### config.mk
export PLATFORM = sky130hd
export DESIGN_NAME = fractal_sync_rx_arb_flat
export DESIGN_NICKNAME = d
export VERILOG_FILES = /design/src/rtl/fractal_sync_rx_arb_if.sv /design/src/rtl/fractal_sync_rx_arb.sv /design/src/flat_wrapper.sv
export SDC_FILE = /design/constraint.sdc
export NUM_CORES = 1
export LEC_CHECK = 0
export CAP_MARGIN = 30
export CORE_MARGIN = 2
export CORE_UTILIZATION = 38
export CTS_CLUSTER_SIZE = 10
export DETAILED_ROUTE_END_ITERATION = 16
export HOLD_SLACK_MARGIN = 0.03
export PLACE_DENSITY = 0.79
export SYNTH_ARGS = -nofsm -noshare
export SYNTH_HDL_FRONTEND = slang
export SYNTH_SLANG_ARGS = --single-unit
export TNS_END_PERCENT = 30
### constraint.sdc
create_clock -name clk_i -period 3.5 [get_ports clk_i]
set_clock_uncertainty 0.2 [all_clocks]
set_input_delay 0.7 -clock clk_i [delete_from_list [all_inputs] [get_ports clk_i]]
set_output_delay 0.7 -clock clk_i [all_outputs]
set_load 0.01 [all_outputs]
### src/rtl/fractal_sync_rx_arb_if.sv
// Bundle of rx-FIFO heads, downstream request channel and lock status for
// the fractal sync rx arbiter. "slave" is the arbiter view, "master" the environment view.
interface fractal_sync_rx_arb_if #(
  parameter int N_PORTS = 4,
  parameter int AGGR_W  = 8,
  parameter int ID_W    = 8
);
  localparam int IDX_W = (N_PORTS > 1) ? $clog2(N_PORTS) : 1;

  logic [N_PORTS-1:0]        empty_i;
  logic [N_PORTS-1:0]        sync_i;
  logic [N_PORTS-1:0]        lock_i;
  logic [N_PORTS-1:0]        free_i;
  logic [N_PORTS*AGGR_W-1:0] aggr_i;
  logic [N_PORTS*ID_W-1:0]   id_i;
  logic [N_PORTS-1:0]        pop_o;

  logic                      valid_o;
  logic                      ready_i;
  logic                      sync_o;
  logic                      lock_o;
  logic                      free_o;
  logic [AGGR_W-1:0]         aggr_o;
  logic [ID_W-1:0]           id_o;
  logic [IDX_W-1:0]          src_o;

  logic                      locked_o;
  logic [IDX_W-1:0]          owner_o;
  logic                      error_free_o;

  modport slave (
    input  empty_i, sync_i, lock_i, free_i, aggr_i, id_i, ready_i,
    output pop_o, valid_o, sync_o, lock_o, free_o, aggr_o, id_o, src_o,
    output locked_o, owner_o, error_free_o
  );

  modport master (
    output empty_i, sync_i, lock_i, free_i, aggr_i, id_i, ready_i,
    input  pop_o, valid_o, sync_o, lock_o, free_o, aggr_o, id_o, src_o,
    input  locked_o, owner_o, error_free_o
  );
endinterface

### src/rtl/fractal_sync_rx_arb.sv
// Round-robin arbiter over N_PORTS fall-through rx request FIFOs with a single
// resource lock; forwards one request per cycle through a registered output stage.
module fractal_sync_rx_arb #(
  parameter int N_PORTS = 4,
  parameter int AGGR_W  = 8,
  parameter int ID_W    = 8
) (
  input logic                  clk_i,
  input logic                  rst_i,
  fractal_sync_rx_arb_if.slave bus
);
  localparam int IDX_W = (N_PORTS > 1) ? $clog2(N_PORTS) : 1;

  typedef enum logic [0:0] {
    ST_UNLOCKED = 1'b0,
    ST_LOCKED   = 1'b1
  } lock_state_e;

  lock_state_e state_r;
  lock_state_e state_nxt_s;
  logic [IDX_W-1:0] owner_r;
  logic [IDX_W-1:0] owner_nxt_s;
  logic [IDX_W-1:0] rr_ptr_r;
  logic [IDX_W-1:0] rr_nxt_s;

  logic [N_PORTS-1:0] elig_s;
  logic [N_PORTS-1:0] pop_s;
  logic               hi_found_s;
  logic               lo_found_s;
  logic [IDX_W-1:0]   hi_idx_s;
  logic [IDX_W-1:0]   lo_idx_s;
  logic [IDX_W-1:0]   grant_idx_s;
  logic               slot_open_s;
  logic               grant_s;

  logic               g_sync_s;
  logic               g_lock_s;
  logic               g_free_s;
  logic               illegal_free_s;
  logic               fwd_s;
  logic [AGGR_W-1:0]  g_aggr_s;
  logic [ID_W-1:0]    g_id_s;

  logic               valid_r;
  logic               sync_r;
  logic               lock_r;
  logic               free_r;
  logic [AGGR_W-1:0]  aggr_r;
  logic [ID_W-1:0]    id_r;
  logic [IDX_W-1:0]   src_r;

  // Eligibility: syncs always pass; a free never waits (an illegal one is dropped on grant).
  always_comb begin
    elig_s = '0;
    for (int p = 0; p < N_PORTS; p++) begin
      elig_s[p] = ~bus.empty_i[p] &
                  (bus.sync_i[p] |
                   (state_r == ST_UNLOCKED) |
                   (owner_r == IDX_W'(p)) |
                   (bus.free_i[p] & ~bus.lock_i[p]));
    end
  end

  assign slot_open_s = ~valid_r | bus.ready_i;

  // Round-robin pick: lowest eligible index at or above rr_ptr, else lowest overall.
  always_comb begin
    hi_found_s = 1'b0;
    lo_found_s = 1'b0;
    hi_idx_s   = '0;
    lo_idx_s   = '0;
    for (int i = N_PORTS - 1; i >= 0; i--) begin
      lo_found_s = lo_found_s | elig_s[i];
      lo_idx_s   = elig_s[i] ? IDX_W'(i) : lo_idx_s;
      hi_found_s = hi_found_s | (elig_s[i] & (IDX_W'(i) >= rr_ptr_r));
      hi_idx_s   = (elig_s[i] & (IDX_W'(i) >= rr_ptr_r)) ? IDX_W'(i) : hi_idx_s;
    end
    grant_idx_s = hi_found_s ? hi_idx_s : lo_idx_s;
    grant_s     = lo_found_s & slot_open_s & ~rst_i;
  end

  // Decode the granted head: type priority sync > lock > free, and free legality.
  always_comb begin
    g_sync_s       = bus.sync_i[grant_idx_s];
    g_lock_s       = ~g_sync_s & bus.lock_i[grant_idx_s];
    g_free_s       = ~g_sync_s & ~bus.lock_i[grant_idx_s] & bus.free_i[grant_idx_s];
    g_aggr_s       = bus.aggr_i[int'(grant_idx_s) * AGGR_W +: AGGR_W];
    g_id_s         = bus.id_i[int'(grant_idx_s) * ID_W +: ID_W];
    illegal_free_s = g_free_s & ((state_r == ST_UNLOCKED) | (owner_r != grant_idx_s));
    fwd_s          = grant_s & ~illegal_free_s;
    rr_nxt_s       = (grant_idx_s == IDX_W'(N_PORTS - 1)) ? '0 : grant_idx_s + IDX_W'(1);
  end

  // One-hot pop strobe for the granted port.
  always_comb begin
    pop_s = '0;
    for (int p = 0; p < N_PORTS; p++) begin
      pop_s[p] = grant_s & (grant_idx_s == IDX_W'(p));
    end
  end

  // Lock FSM next state: only forwarded requests change ownership.
  always_comb begin
    state_nxt_s = state_r;
    owner_nxt_s = owner_r;
    case (state_r)
      ST_UNLOCKED: begin
        if (fwd_s & g_lock_s) begin
          state_nxt_s = ST_LOCKED;
          owner_nxt_s = grant_idx_s;
        end else begin
          state_nxt_s = ST_UNLOCKED;
        end
      end
      ST_LOCKED: begin
        if (fwd_s & g_free_s) begin
          state_nxt_s = ST_UNLOCKED;
        end else begin
          state_nxt_s = ST_LOCKED;
        end
      end
      default: begin
        state_nxt_s = ST_UNLOCKED;
        owner_nxt_s = '0;
      end
    endcase
  end

  // Lock FSM state and owner registers.
  always_ff @(posedge clk_i) begin
    if (rst_i) begin
      state_r <= ST_UNLOCKED;
      owner_r <= '0;
    end else begin
      state_r <= state_nxt_s;
      owner_r <= owner_nxt_s;
    end
  end

  // Output stage and round-robin pointer; a dropped illegal free leaves the slot empty.
  always_ff @(posedge clk_i) begin
    if (rst_i) begin
      rr_ptr_r <= '0;
      valid_r  <= 1'b0;
      sync_r   <= 1'b0;
      lock_r   <= 1'b0;
      free_r   <= 1'b0;
      aggr_r   <= '0;
      id_r     <= '0;
      src_r    <= '0;
    end else begin
      if (grant_s) begin
        rr_ptr_r <= rr_nxt_s;
      end else begin
        rr_ptr_r <= rr_ptr_r;
      end
      if (fwd_s) begin
        valid_r <= 1'b1;
        sync_r  <= g_sync_s;
        lock_r  <= g_lock_s;
        free_r  <= g_free_s;
        aggr_r  <= g_aggr_s;
        id_r    <= g_id_s;
        src_r   <= grant_idx_s;
      end else if (slot_open_s) begin
        valid_r <= 1'b0;
      end else begin
        valid_r <= valid_r;
      end
    end
  end

  assign bus.pop_o        = pop_s;
  assign bus.error_free_o = grant_s & illegal_free_s;
  assign bus.valid_o      = valid_r;
  assign bus.sync_o       = sync_r;
  assign bus.lock_o       = lock_r;
  assign bus.free_o       = free_r;
  assign bus.aggr_o       = aggr_r;
  assign bus.id_o         = id_r;
  assign bus.src_o        = src_r;
  assign bus.locked_o     = (state_r == ST_LOCKED);
  assign bus.owner_o      = owner_r;

endmodule

### src/flat_wrapper.sv
// flat-port wrapper written by rule: the top's interface ports become plain ports
module fractal_sync_rx_arb_flat 
#(
  parameter int N_PORTS = 4,
  parameter int AGGR_W  = 8,
  parameter int ID_W    = 8
)
  (clk_i, rst_i, bus_empty_i, bus_sync_i, bus_lock_i, bus_free_i, bus_aggr_i, bus_id_i, bus_ready_i, bus_pop_o, bus_valid_o, bus_sync_o, bus_lock_o, bus_free_o, bus_aggr_o, bus_id_o, bus_src_o, bus_locked_o, bus_owner_o, bus_error_free_o);
  fractal_sync_rx_arb_if #(.N_PORTS(N_PORTS), .AGGR_W(AGGR_W), .ID_W(ID_W)) bus_i ();
  input logic clk_i;
  input logic rst_i;
  input wire logic [$bits(bus_i.empty_i)-1:0] bus_empty_i;
  input wire logic [$bits(bus_i.sync_i)-1:0] bus_sync_i;
  input wire logic [$bits(bus_i.lock_i)-1:0] bus_lock_i;
  input wire logic [$bits(bus_i.free_i)-1:0] bus_free_i;
  input wire logic [$bits(bus_i.aggr_i)-1:0] bus_aggr_i;
  input wire logic [$bits(bus_i.id_i)-1:0] bus_id_i;
  input wire logic [$bits(bus_i.ready_i)-1:0] bus_ready_i;
  output wire logic [$bits(bus_i.pop_o)-1:0] bus_pop_o;
  output wire logic [$bits(bus_i.valid_o)-1:0] bus_valid_o;
  output wire logic [$bits(bus_i.sync_o)-1:0] bus_sync_o;
  output wire logic [$bits(bus_i.lock_o)-1:0] bus_lock_o;
  output wire logic [$bits(bus_i.free_o)-1:0] bus_free_o;
  output wire logic [$bits(bus_i.aggr_o)-1:0] bus_aggr_o;
  output wire logic [$bits(bus_i.id_o)-1:0] bus_id_o;
  output wire logic [$bits(bus_i.src_o)-1:0] bus_src_o;
  output wire logic [$bits(bus_i.locked_o)-1:0] bus_locked_o;
  output wire logic [$bits(bus_i.owner_o)-1:0] bus_owner_o;
  output wire logic [$bits(bus_i.error_free_o)-1:0] bus_error_free_o;
  assign bus_i.empty_i = bus_empty_i;
  assign bus_i.sync_i = bus_sync_i;
  assign bus_i.lock_i = bus_lock_i;
  assign bus_i.free_i = bus_free_i;
  assign bus_i.aggr_i = bus_aggr_i;
  assign bus_i.id_i = bus_id_i;
  assign bus_i.ready_i = bus_ready_i;
  assign bus_pop_o = bus_i.pop_o;
  assign bus_valid_o = bus_i.valid_o;
  assign bus_sync_o = bus_i.sync_o;
  assign bus_lock_o = bus_i.lock_o;
  assign bus_free_o = bus_i.free_o;
  assign bus_aggr_o = bus_i.aggr_o;
  assign bus_id_o = bus_i.id_o;
  assign bus_src_o = bus_i.src_o;
  assign bus_locked_o = bus_i.locked_o;
  assign bus_owner_o = bus_i.owner_o;
  assign bus_error_free_o = bus_i.error_free_o;
  fractal_sync_rx_arb #(.N_PORTS(N_PORTS), .AGGR_W(AGGR_W), .ID_W(ID_W)) u_core (.clk_i(clk_i), .rst_i(rst_i), .bus(bus_i));
endmodule
==> results of run 1 <==
cells by family (layout without fill, tap and decap cells):
| family | Yosys count | in the layout | share of synthesized area, % |
|---|---|---|---|
| mux | 53 | 53 | 26.8 |
| simple gates | 43 | 43 | 10.2 |
| flops | 27 | 27 | 26.2 |
| compound gates | 67 | 67 | 26.7 |
| buf+inv | 30 | 165 | 6.80 |
| xor+xnor | 2 | 2 | 0.851 |
| fa+ha+maj | 4 | 4 | 2.43 |
area by class of cell:
type	instances	area, um^2	share of cell area [%]
clock inverters	1	5.00	0.136
flip-flops and latches	27	544	14.7
inverters	13	48.8	1.32
clock buffers	3	41.3	1.12
well taps	70	87.6	2.37
repair buffers	148	1350	36.6
multi-input cells	169	1610	43.7
synth_stat cells, types with 2 or more instances:
master	number	area (um^2)
ha_1	4	50.1
dfxtp_1	27	541
a31o_1	18	158
nor2_1	9	33.8
nand2_1	11	41.3
buf_4	5	37.5
inv_1	12	45.0
o221a_2	2	22.5
a31oi_1	3	18.8
nand2b_1	6	37.5
o21ai_1	2	10.0
nand3_1	10	50.1
o221ai_1	3	26.3
o21ai_0	6	30.0
a21o_1	4	30.0
mux2i_1	36	360
clkbuf_1	4	15.0
nor2b_1	4	25.0
a211oi_1	16	120
buf_2	7	35.0
mux2_2	17	191
registers in the layout (all words and copies together), names as in the netlist, 2 cells and up:
| register | count |
|---|---|
| u_core.bus.aggr_o | 8 |
| u_core.bus.id_o | 8 |
| u_core.bus.owner_o | 2 |
| u_core.bus.src_o | 2 |
| u_core.rr_ptr_r | 2 |
layer usage:
metal | share of wire (%) | vias up | GRT usage (%)
met5 | 0 | - | 0
met4 | 1.3 | 0 | 6.07
met3 | 8.0 | 10 | 5.70
met2 | 52 | 118 | 42.6
met1 | 38 | 1097 | 25.2
li1 | - | 1127 | -
per-stage QoR:
step / worst slack (ns) / setup TNS, ns / hold slack, ns / util (%) / instance area, um^2
final: -0.142 / -0.142 / 0.261 / 71.4 / 3690
after CTS: 0.000314 / 0 / 0.265 / 70.1 / 3630
after global placement: -0.855 / -8.28 / 0.245 / 65.1 / 3370
after floorplan: 0.0329 / 0 / 0.273 / - / 2060
after global routing: -0.277 / -0.299 / 0.297 / 71.4 / 3690
after detailed placement: -0.913 / -9.74 / 0.252 / 65.1 / 3370
worst max-delay path: stages:
cell and delay (ns):
clkdlybuf4s15_1 0.25, nand2b_4 0.09, a31o_4 0.26, a211oi_4 0.38
o21ai_1 0.10, a21o_1 0.19, a222oi_1 0.30, buf_4 0.19
nand2_4 0.05, nor2_4 0.10, buf_6 0.11
repair_timing:
action,4_1_cts,5_1_grt
gates resized for setup,90,24
pin swaps,22,11
buffers inserted,7,4
setup endpoints to repair,23,5
worst min-delay path by stage:
stage                    startpoint              endpoint  slack [ns]  depth (start not counted)
2_1_floorplan     u_core.bus.lock_o     u_core.bus.lock_o        0.27                          2
3_3_place_gp      u_core.bus.lock_o     u_core.bus.lock_o        0.24                          2
3_5_place_dp      u_core.bus.lock_o     u_core.bus.lock_o        0.25                          2
4_1_cts           u_core.bus.lock_o     u_core.bus.lock_o        0.26                          2
5_1_grt        u_core.bus.aggr_o[4]  u_core.bus.aggr_o[4]        0.30                          1
6_report          u_core.bus.lock_o     u_core.bus.lock_o        0.26                          2
where the power goes:
group | switching, W | leakage, nW | internal, W
sequential | 0.0000944 | 0.225 | 0.000425
clock | 0.0000949 | 0.0255 | 0.0000797
combinational | 0.000608 | 1.31 | 0.000733
total | 0.000798 | 1.56 | 0.00124
==> impl_metrics.ini, run 1 <==
[floorplan]
die_y_um = 77.6
io_pins = 113
die_w_um = 77.6
die_area_mm2 = 0.00602
core_area_mm2 = 0.00517
fp-row-count = 26
initial_core_util_pct = 39.8

[final_layout]
area_delta_synth_final_pct = 79.2
mostFrequentLayoutCells = clkdlybuf4s50_1 (91), mux2i_1 (36), buf_4 (32)
antenna_cells = 0
nNetsFinal = 449
final_layout_size_suffix_gt1_share_pct = 31.0
nFillCells = 402
instances_no_fill = 431
final_common_cell = clkdlybuf4s50_1

[sta]
worst-slew-pin-transition_ns = 0.749
slew_viol_final = 0
max_freq_ghz = 0.275
fin_crit_ns = 3.64
grt_setup_unrepaired = true
finalCritPeriodShare_pct = 104
hold_violations = 0
setup_viol = 1
slew_headroom_pct = 50.0
final.setup.worst_slack_ns = -0.142

[drt]
routed_via_density = 5.46
ant_nets = 0
first_pass_iters = 4
wirelength_mm = 7.13
drtIter0Drc = 95
post-route-drc-count = 0
wire_per_inst_um = 16.5
num_vias = 2352

[clock_tree]
clk_pin_slew_ns = 0.09
h-tree-depth = 1
cts_buffer_depth = 2
clockRootBuffer = clkbuf_8
tritoncts = done
cts_sinks = 27
cts_buffers = 3
hold_buffers = 0
insertion_delay_ns = 0.27

[setup_path]
r2r_cells = 13
rr_startpoint = u_core.bus.owner_o[0]
endpoint = bus_error_free_o
crit_start = bus_free_i[1]
r2r_slack_ns = 0.30
crit_type = in -> out
start_kind = input pin
worstPathArrival_ns = 2.74
required_ns = 2.60
r2r_end = u_core.bus.src_o[0]
path_max_fanout = 6
end_kind = primary output

[synthesis]
syn-num-nets = 313
ys_dominant_reg_cell = dfxtp_1
synth_area_per_cell_um2 = 9.11
synth_cells = 226
synth_warnings = 0
synthArstFlopShare_pct = 0
syn_area_mm2 = 0.00206
synth_cell_types = 41
ys_ff_latch = 27
ys_seq_area_share_pct = 26.2
synth_edf_count = 0

[flow_run]
cap_violations = 0

[global_routing]
grt_pass1_wl_mm = 11.1
first_global_vias = 2441
antenna_found_initial = 0
grt_max_degree = 28
globalRouteTotalUtil_pct = 22.7
gr-total-overflow = 0

[pwr]
peakVddDrop_mv = 0.258
leakagePower_nw = 1.56
power_w = 0.00203
power.density_mw_per_mm2 = 551

[worst_hold_path]
hold_class = reg -> reg

[place]
place_congestion = 0.960
dp.final_hpwl_mm = 4.88
port_buffers = 112
dp_cells = 416

[status]
outcome = finished, violations left
violations = setup timing
Power figures use the tool's default switching activity.
==> inputs of run 2 (changes only) <==
--- a/config.mk
+++ b/config.mk
@@ -5,6 +5,7 @@
 export SDC_FILE = /design/constraint.sdc
 export NUM_CORES = 1
 export LEC_CHECK = 0
+export ABC_CLOCK_PERIOD_IN_PS = 3500
 export CAP_MARGIN = 30
 export CORE_MARGIN = 2
 export CORE_UTILIZATION = 38
==> results of run 2 <==
Final layout, timing and power as in run 1 (identical DEF).
==> inputs of run 3 (changes only) <==
--- a/config.mk
+++ b/config.mk
@@ -13,7 +13,8 @@
 export DETAILED_ROUTE_END_ITERATION = 16
 export HOLD_SLACK_MARGIN = 0.03
 export PLACE_DENSITY = 0.79
+export SKIP_CTS_REPAIR_TIMING = 1
 export SYNTH_ARGS = -nofsm -noshare
 export SYNTH_HDL_FRONTEND = slang
 export SYNTH_SLANG_ARGS = --single-unit
-export TNS_END_PERCENT = 30
+export TNS_END_PERCENT = 10
==> impl_metrics.ini, run 3 (synthesis gave the netlist of run 1 again) <==
[setup_path]
start_kind = input pin
required_ns = 2.60
r2r_cells = 12
crit_type = in -> out
r2r_slack_ns = 0.18
rr_startpoint = u_core.bus.owner_o[1]
end_kind = primary output
r2r_end = u_core.bus.src_o[0]
worstPathArrival_ns = 2.78
path_max_fanout = 5
worst_path_most_repeated_cell = buf_4
cp_cell_sequence = buf_6, nand2b_4, o311ai_4, buf_4, a211oi_4, buf_4, o21ai_2, nand3_2, a222oi_1, nand2_1, nor2_1, buf_2
cp_slowest_cell = a222oi_1
slowest_delay_ns = 0.45

[final_layout]
final_layout_size_suffix_gt1_share_pct = 28.9
nNetsFinal = 448
fin_util_pct = 72.6
antenna_cells = 0
multi_input_area_mm2 = 0.00162
mostFrequentLayoutCells = clkdlybuf4s50_1 (91), mux2i_1 (36), buf_4 (31)
area_delta_synth_final_pct = 82.4
nFillCells = 393
stdcell_area_mm2 = 0.00376
final_common_cell = clkdlybuf4s50_1
seqCellArea_um2 = 547

[clock_tree]
clockRootBuffer = clkbuf_8
cts_sinks = 27
insertion_delay_ns = 0.27
h-tree-depth = 1
clk_pin_slew_ns = 0.09
cts_buffer_depth = 2
tritoncts = done
cts_buffers = 3

[global_routing]
grt_pass1_wl_mm = 10.2
first_global_vias = 2279
grt_max_degree = 28
antenna_found_initial = 0
gr-total-overflow = 0
globalRouteTotalUtil_pct = 20.7

[sta]
grt_setup_unrepaired = true
hold_violations = 0
max_freq_ghz = 0.272
fin_crit_ns = 3.68
finalCritPeriodShare_pct = 105
final.setup.worst_slack_ns = -0.179
setup_viol = 1
worst-slew-pin-transition_ns = 0.738
slew_viol_final = 0
slew_headroom_pct = 50.7

[place]
place_area_mm2 = 0.00337
place_congestion = 0.960
port_buffers = 112
dp.final_hpwl_mm = 4.88

[drt]
wl_met2_mm = 3.90
post-route-drc-count = 0
first_pass_iters = 4
ant_nets = 0
routed-wl-met3_um = 537
routed_via_density = 5.43
drtIter0Drc = 76
wirelength_mm = 7.47
num_vias = 2335
wire_per_inst_um = 17.4
wl_met1_mm = 2.81
highest_layer = met4

[floorplan]
die_y_um = 77.6
fp-row-count = 26
core_area_mm2 = 0.00517
initial_core_util_pct = 39.8
die_w_um = 77.6
io_pins = 113
die_area_mm2 = 0.00602

[worst_hold_path]
whs_endpoint = u_core.bus.lock_o
whs_path_depth = 2
hold_class = reg -> reg
hp-start = u_core.bus.lock_o

[status]
outcome = finished, violations left
violations = setup timing

[pwr]
peakVddDrop_mv = 0.276
power.density_mw_per_mm2 = 546
leakagePower_nw = 1.70

[flow_run]
cap_violations = 0
[run 3: changes by cell type in the layout (fill, tap and decap cells not counted), sizes merged]
cell / change
dlymetal6s2s: +13
dlygate4sd2: -4
clkdlybuf4s15: -4
buf: -6
[run 3: worst max path at each step]
stage / from / endpoint / slack (ns) / cells after the start
after floorplan: bus_free_i[0] / bus_error_free_o / 0.03 / 10
after global placement: bus_free_i[0] / bus_error_free_o / -0.85 / 10
after detailed placement: bus_lock_i[3] / bus_error_free_o / -0.91 / 10
after CTS: bus_lock_i[3] / bus_error_free_o / -0.93 / 10
after global routing: bus_sync_i[0] / bus_error_free_o / -0.25 / 12
final: bus_sync_i[0] / bus_error_free_o / -0.18 / 12
[run 3: worst max-delay path: cells and delay by family]
family          cells  cell delay (ns)
simple gates        4             0.49
compound gates      4             1.00
buf+inv             4             0.57
[run 3: metal layers]
metal,global-route usage [%],vias up
met3,5.58,13
met4,4.64,0
li1,-,1123
met2,37.9,102
met5,0,-
met1,23.9,1097
[run 3: area by class of cell]
type                    count  share of cell area (%)
repair buffers            147                    37.5
clock buffers               3                    1.10
clock inverters             1                   0.133
flip-flops and latches     27                    14.6
multi-input cells         169                    43.1
well taps                  70                    2.33
inverters                  13                    1.30
[run 3: through the flow]
stage               cells  power (W)  hold WS, ns  setup slack [ns]  TNS, ns
floorplan             226    0.00119        0.273            0.0329        0
global placement      416    0.00169        0.245            -0.855    -8.28
detailed placement    416    0.00171        0.252            -0.913    -9.74
CTS                   420    0.00190        0.265            -0.932    -4.32
global route          430    0.00219        0.299            -0.251   -0.328
finish                430    0.00205        0.260            -0.179   -0.179
[run 3: power breakdown]
part | internal [W] | switching (W)
clock | 0.0000796 | 0.0000939
combinational | 0.000743 | 0.000612
sequential | 0.000425 | 0.0000959
